**src/rtl/distance_run_controller.sv**
```systemverilog
// rtl/distance_run_controller.sv - HUD remaining-distance countdown sequencer
module distance_run_controller #(
    parameter int FRAMES_PER_STEP = 40,
    parameter int START_DISTANCE  = 200
) (
    input  logic       i_clk,
    input  logic       i_rst_n,
    input  logic       i_v_sync,
    input  logic       i_start,
    input  logic       i_restart,
    input  logic       i_is_dead,
    output logic [3:0] o_hundreds,
    output logic [3:0] o_tens,
    output logic [3:0] o_units,
    output logic       o_running,
    output logic       o_is_finished,
    output logic       o_finish_pulse
);

    localparam logic [1:0] ST_IDLE = 2'd0;
    localparam logic [1:0] ST_RUN  = 2'd1;
    localparam logic [1:0] ST_HALT = 2'd2;
    localparam logic [1:0] ST_DONE = 2'd3;

    // Reload value split into BCD digits at elaboration time
    localparam logic [3:0] RELOAD_H = 4'((START_DISTANCE / 100) % 10);
    localparam logic [3:0] RELOAD_T = 4'((START_DISTANCE / 10) % 10);
    localparam logic [3:0] RELOAD_U = 4'(START_DISTANCE % 10);

    localparam logic [7:0] PRESCALE_LAST = 8'(FRAMES_PER_STEP - 1);

    logic [1:0] state;
    logic [7:0] prescaler;
    logic [3:0] hundreds;
    logic [3:0] tens;
    logic [3:0] units;
    logic       finish_pulse;

    logic       vs_sync1;
    logic       vs_sync2;
    logic       vs_delay;
    logic       frame_tick;

    logic [3:0] dec_hundreds;
    logic [3:0] dec_tens;
    logic [3:0] dec_units;
    logic       dec_reaches_zero;
    logic       digits_zero;

    // Bring the asynchronous v_sync into i_clk and keep one extra stage for edge detection
    always_ff @(posedge i_clk or negedge i_rst_n) begin
        if (!i_rst_n) begin
            vs_sync1 <= 1'b0;
            vs_sync2 <= 1'b0;
            vs_delay <= 1'b0;
        end else begin
            vs_sync1 <= i_v_sync;
            vs_sync2 <= vs_sync1;
            vs_delay <= vs_sync2;
        end
    end

    assign frame_tick = vs_sync2 & ~vs_delay;

    assign digits_zero      = (hundreds == 4'd0) && (tens == 4'd0) && (units == 4'd0);
    assign dec_reaches_zero = (hundreds == 4'd0) && (tens == 4'd0) && (units == 4'd1);

    // Single-step BCD decrement with borrow; saturates at 000 so digits never wrap
    always_comb begin
        dec_hundreds = hundreds;
        dec_tens     = tens;
        dec_units    = units;
        if (units != 4'd0) begin
            dec_units = units - 4'd1;
        end else if (tens != 4'd0) begin
            dec_tens  = tens - 4'd1;
            dec_units = 4'd9;
        end else if (hundreds != 4'd0) begin
            dec_hundreds = hundreds - 4'd1;
            dec_tens     = 4'd9;
            dec_units    = 4'd9;
        end
    end

    // Run/halt/finish sequencing; restart outranks death, which outranks a frame step
    always_ff @(posedge i_clk or negedge i_rst_n) begin
        if (!i_rst_n) begin
            state        <= ST_IDLE;
            prescaler    <= 8'd0;
            hundreds     <= RELOAD_H;
            tens         <= RELOAD_T;
            units        <= RELOAD_U;
            finish_pulse <= 1'b0;
        end else begin
            finish_pulse <= 1'b0;
            if (i_restart) begin
                state     <= ST_IDLE;
                prescaler <= 8'd0;
                hundreds  <= RELOAD_H;
                tens      <= RELOAD_T;
                units     <= RELOAD_U;
            end else begin
                case (state)
                    ST_IDLE: begin
                        if (i_start) begin
                            prescaler <= 8'd0;
                            if (digits_zero) begin
                                state        <= ST_DONE;
                                finish_pulse <= 1'b1;
                            end else begin
                                state <= ST_RUN;
                            end
                        end
                    end
                    ST_RUN: begin
                        if (i_is_dead) begin
                            state <= ST_HALT;
                        end else if (frame_tick) begin
                            if (prescaler == PRESCALE_LAST) begin
                                prescaler <= 8'd0;
                                hundreds  <= dec_hundreds;
                                tens      <= dec_tens;
                                units     <= dec_units;
                                if (dec_reaches_zero) begin
                                    state        <= ST_DONE;
                                    finish_pulse <= 1'b1;
                                end
                            end else begin
                                prescaler <= prescaler + 8'd1;
                            end
                        end
                    end
                    ST_HALT: begin
                        state <= ST_HALT;
                    end
                    default: begin
                        hundreds <= 4'd0;
                        tens     <= 4'd0;
                        units    <= 4'd0;
                    end
                endcase
            end
        end
    end

    assign o_hundreds     = hundreds;
    assign o_tens         = tens;
    assign o_units        = units;
    assign o_running      = (state == ST_RUN);
    assign o_is_finished  = (state == ST_DONE);
    assign o_finish_pulse = finish_pulse;

endmodule

```
**config.mk**
```make
export PLATFORM = sky130hd
export DESIGN_NAME = distance_run_controller
export DESIGN_NICKNAME = d
export VERILOG_FILES = /design/src/rtl/distance_run_controller.sv
export SDC_FILE = /design/constraint.sdc
export NUM_CORES = 1
export LEC_CHECK = 0
export CAP_MARGIN = 20
export CORE_UTILIZATION = 50
export DETAILED_ROUTE_END_ITERATION = 10
export GPL_TIMING_DRIVEN = 0
export PLACE_DENSITY_LB_ADDON = 0.05
export SLEW_MARGIN = 10
export SYNTH_ARGS = -nofsm -noshare
export SYNTH_HDL_FRONTEND = slang
export SYNTH_SLANG_ARGS = --single-unit
```
**constraint.sdc**
```tcl
create_clock -name i_clk -period 2.65 [get_ports i_clk]
set_clock_uncertainty 0.05 [all_clocks]
set_input_delay 0.795 -clock i_clk [delete_from_list [all_inputs] [get_ports i_clk]]
set_output_delay 0.795 -clock i_clk [all_outputs]
set_load 0.03 [all_outputs]
```
==> results by group, run 1 <==
Setup path
  – Worst EP arrival: about 1.7 ns
  – Reg2reg start: o_tens[0]
  – Worst stage delay on the critical path: around 0.67 ns
  – Kind of end point of the critical path: output pin
  – CP max FO: 6
  – CP Launch Type: flop
  – Required @ worst endpoint: approximately 1.8 ns
  – Slowest-stage cell, CP: clkdlybuf4s50_1
  – Crit path kind: flop to output pin
  – Crit path launch: state[0]
  – Critical path cell sequence: ha_1 -> clkdlybuf4s50_1

GRT
  – Number of global-route vias before repair: about 1,600
  – Largest net degree at the start of global routing: 18
  – Global-route wire length before repair: about 7.4 mm
  – Antenna violations before repair: 0
  – Grt ovf: 0
  – Gr usage total: 0.2365

Placement
  – Number of port buffers: 20
  – HPWL after DPL: 3.164 mm
  – Dpl ws: -0.05909 ns
  – Gp weighted congestion: ~0.9

Cells and area
  – Register Area: between 600 and 700 sq um
  – Synth-to-Final Area Change: 18.84%
  – Diodes inserted: 0
  – Nets: between 200 and 250
  – Fillers: 278
  – Multi-input combinational cell area: roughly 1100 sq um
  – Layout cells sized above 1: 0.1209

Outcome
  – Outcome: completed

CTS
  – H-tree depth: 1
  – Hold Buf Count CTS: 0
  – Max Root-Sink Buffers: 2
  – Root Driver: clkbuf_4
  – Worst-Skew Late Latency: 0.33 ns
  – CTS sink cnt: 26
  – Worst-path clk slew: approximately 0.15 ns
  – Number of CTS-inserted buffers: 3
  – Post_cts resized: 0
  – Post-CTS Setup Bufs: 0
  – TritonCTS clock tree: built

STA
  – Max-slew violations: 0
  – Tmin final: roughly 2.5 ns
  – RSZ-0062 raised after global routing: no
  – Final Hold Fails: 0
  – Final setup margin: 0.1472 ns
  – Peak Freq: 0.3996 GHz
  – Slew at the pin closest to its max-slew limit: approximately 0.67 ns
  – Max-Slew Margin vs Limit: 0.5508
  – Final period utilization: 0.9445
  – Setup violations, final: 0
  – TNS Setup: 0 ns

Yosys
  – Syn nets: about 200
  – Cell taking the most area after synthesis: dfrtp_1
  – Seq/Total Area, Yosys: 0.3608
  – Yosys top cell area share: 0.3463
  – Yosys reg bits: 26
  – Synth unique cells: 56
  – Mapped Cells: 190
  – EDFF count, synth: 0
  – Top-count cell post-synth: dfrtp_1
  – Cell Area, Synth: about 1800 sq um
  – FFs w/ async S/R, synth: 1.000
  – Ys Warns: 0
  – Post-synth top flop: dfrtp_1
  – Top post-synthesis cells by area: dfrtp_1, ha_1, inv_1
  – Synth cell count leaders: dfrtp_1, inv_1, ha_1, nand2_1
  – Average size of a mapped cell: around 9.5 sq um

Die
  – Die width: between 60 and 70 microns
  – DIE AREA: between 3000 and 4000 sq um
  – Initial Utilization: 0.5330
  – Num rows: 21
  – Die Ht: 62.11 microns
  – Ports: 21
  – Core ar.: about 3400 sq um

Worst hold path
  – Hold path startpoint: vs_sync1
  – Hold Path Class: flop to flop

Power and ir drop
  – Switching Fraction: 0.4163
  – LEAKAGE: 0.8818 nW
  – P_int: between 0.0008 and 0.0009 W
  – Power Density: about 700 nW/um^2
  – Worst VDD drop: approximately 420 uV
  – Sequential share of power: 0.330
  – Switch Pwr: 0.0006227 W
  – Gate power share: 0.480
  – Clock power share: 0.190

Run
  – Max-capacitance violation count: 0

Detailed routing
  – DRT iter0 DRCs: between 80 and 90
  – Remaining DRCs: 0
  – Avg Vias per Cell: just over 6
  – Via Count: 1,596
  – DRT antenna net count: 0
  – Routed WL per cell: ~16 microns
  – Post-Route WL: about 4.2 mm
  – Pre-Repair DR Iteration Count: 4
[final timing paths]
check,to,slack (ns),depth (start not counted)
worst min register to register,vs_sync2,0.32,0
worst max-delay path,o_is_finished,0.15,2
max in group asynchronous,prescaler[2],1.30,2
worst max register to register,state[1],0.49,6
min in group asynchronous,o_units[1],0.77,1
worst min-delay path,vs_sync2,0.32,0
[placed cells by master, fill, tap and decap left out, types with 7 or more instances in the layout]
cell	instances
nand2_1	10
ha_1	10
inv_1	15
nor2_1	9
a21oi_1	9
nand4_1	9
clkdlybuf4s50_1	19
nand3_1	8
o21ai_0	7
dfrtp_1	25
[power groups by stage]
stage / Clock (W) / Combinational (W) / Sequential, W
2_1_floorplan: 0 / 0.000467 / 0.000536
3_3_place_gp: 0 / 0.000691 / 0.000500
3_5_place_dp: 0 / 0.000713 / 0.000501
4_1_cts: 0.000291 / 0.000718 / 0.000493
5_1_grt: 0.000319 / 0.000794 / 0.000503
6_report: 0.000284 / 0.000718 / 0.000494
[kinds of logic (layout without fill, tap and decap cells)]
| group | after synthesis | after routing | synth area share |
|---|---|---|---|
| AO/OA/AOI/OAI | 47 | 47 | 0.1974 |
| adder cells (fa/ha/maj) | 10 | 10 | 0.06925 |
| buffers and inverters | 21 | 46 | 0.05263 |
| flip-flops | 26 | 26 | 0.3608 |
| multiplexers | 4 | 4 | 0.02285 |
| AND/OR/NAND/NOR | 82 | 82 | 0.2971 |
[routing by layer]
| layer | GRT usage | routed length (microns) | share of wire |
|---|---|---|---|
| met1 | 0.3168 | 1972 | 0.47 |
| met2 | 0.3915 | 2038 | 0.48 |
| met3 | 0.02757 | 154 | 0.037 |
| met4 | 0.09012 | 45 | 0.011 |
| met5 | 0 | 0 | 0 |
[final cells by class]
class / count / share of cell area
Multi-Input combinational cell: 143 / 0.4936
Timing Repair Buffer: 21 / 0.1072
Sequential cell: 26 / 0.3036
Inverter: 15 / 0.02622
Tap cell: 46 / 0.02681
Buffer: 6 / 0.01807
Clock buffer: 3 / 0.01049
Clock inverter: 1 / 0.01399
[worst max-delay path: cells and delay by family (launching register included)]
| kind | cells | cell delay, ns |
|---|---|---|
| adders and majority gates | 1 | 0.18 |
| buffers and inverters | 1 | 0.67 |
| DFF | 1 | 0.48 |
[registers in the layout (all words and copies together) (netlist names)]
signal / cells
prescaler: 8
o_hundreds: 4
o_tens: 4
o_units: 4
state: 2
o_finish_pulse: 1
vs_delay: 1
vs_sync1: 1
vs_sync2: 1
[metrics by stage]
stage	area [sq um]	utilization	std cells	total power (W)	hold slack, ns
finish	2147	0.6334	261	0.001496	0.3201
detailed placement	2092	0.6172	257	0.001214	0.2873
CTS	2145	0.6327	261	0.001503	0.3220
global route	2147	0.6334	261	0.001616	0.3313
global placement	2064	0.6091	256	0.001191	0.2830
floorplan	1807	-	190	0.001003	0.2812
Power figures use the tool's default switching activity.
==> run 2: changes to the inputs <==
--- a/config.mk
+++ b/config.mk
@@ -10,7 +10,6 @@
 export DETAILED_ROUTE_END_ITERATION = 10
 export GPL_TIMING_DRIVEN = 0
 export PLACE_DENSITY_LB_ADDON = 0.05
-export SLEW_MARGIN = 10
 export SYNTH_ARGS = -nofsm -noshare
 export SYNTH_HDL_FRONTEND = slang
 export SYNTH_SLANG_ARGS = --single-unit
==> results of run 2 <==
Same layout as run 1: the final DEF is identical, and so are final timing and power.
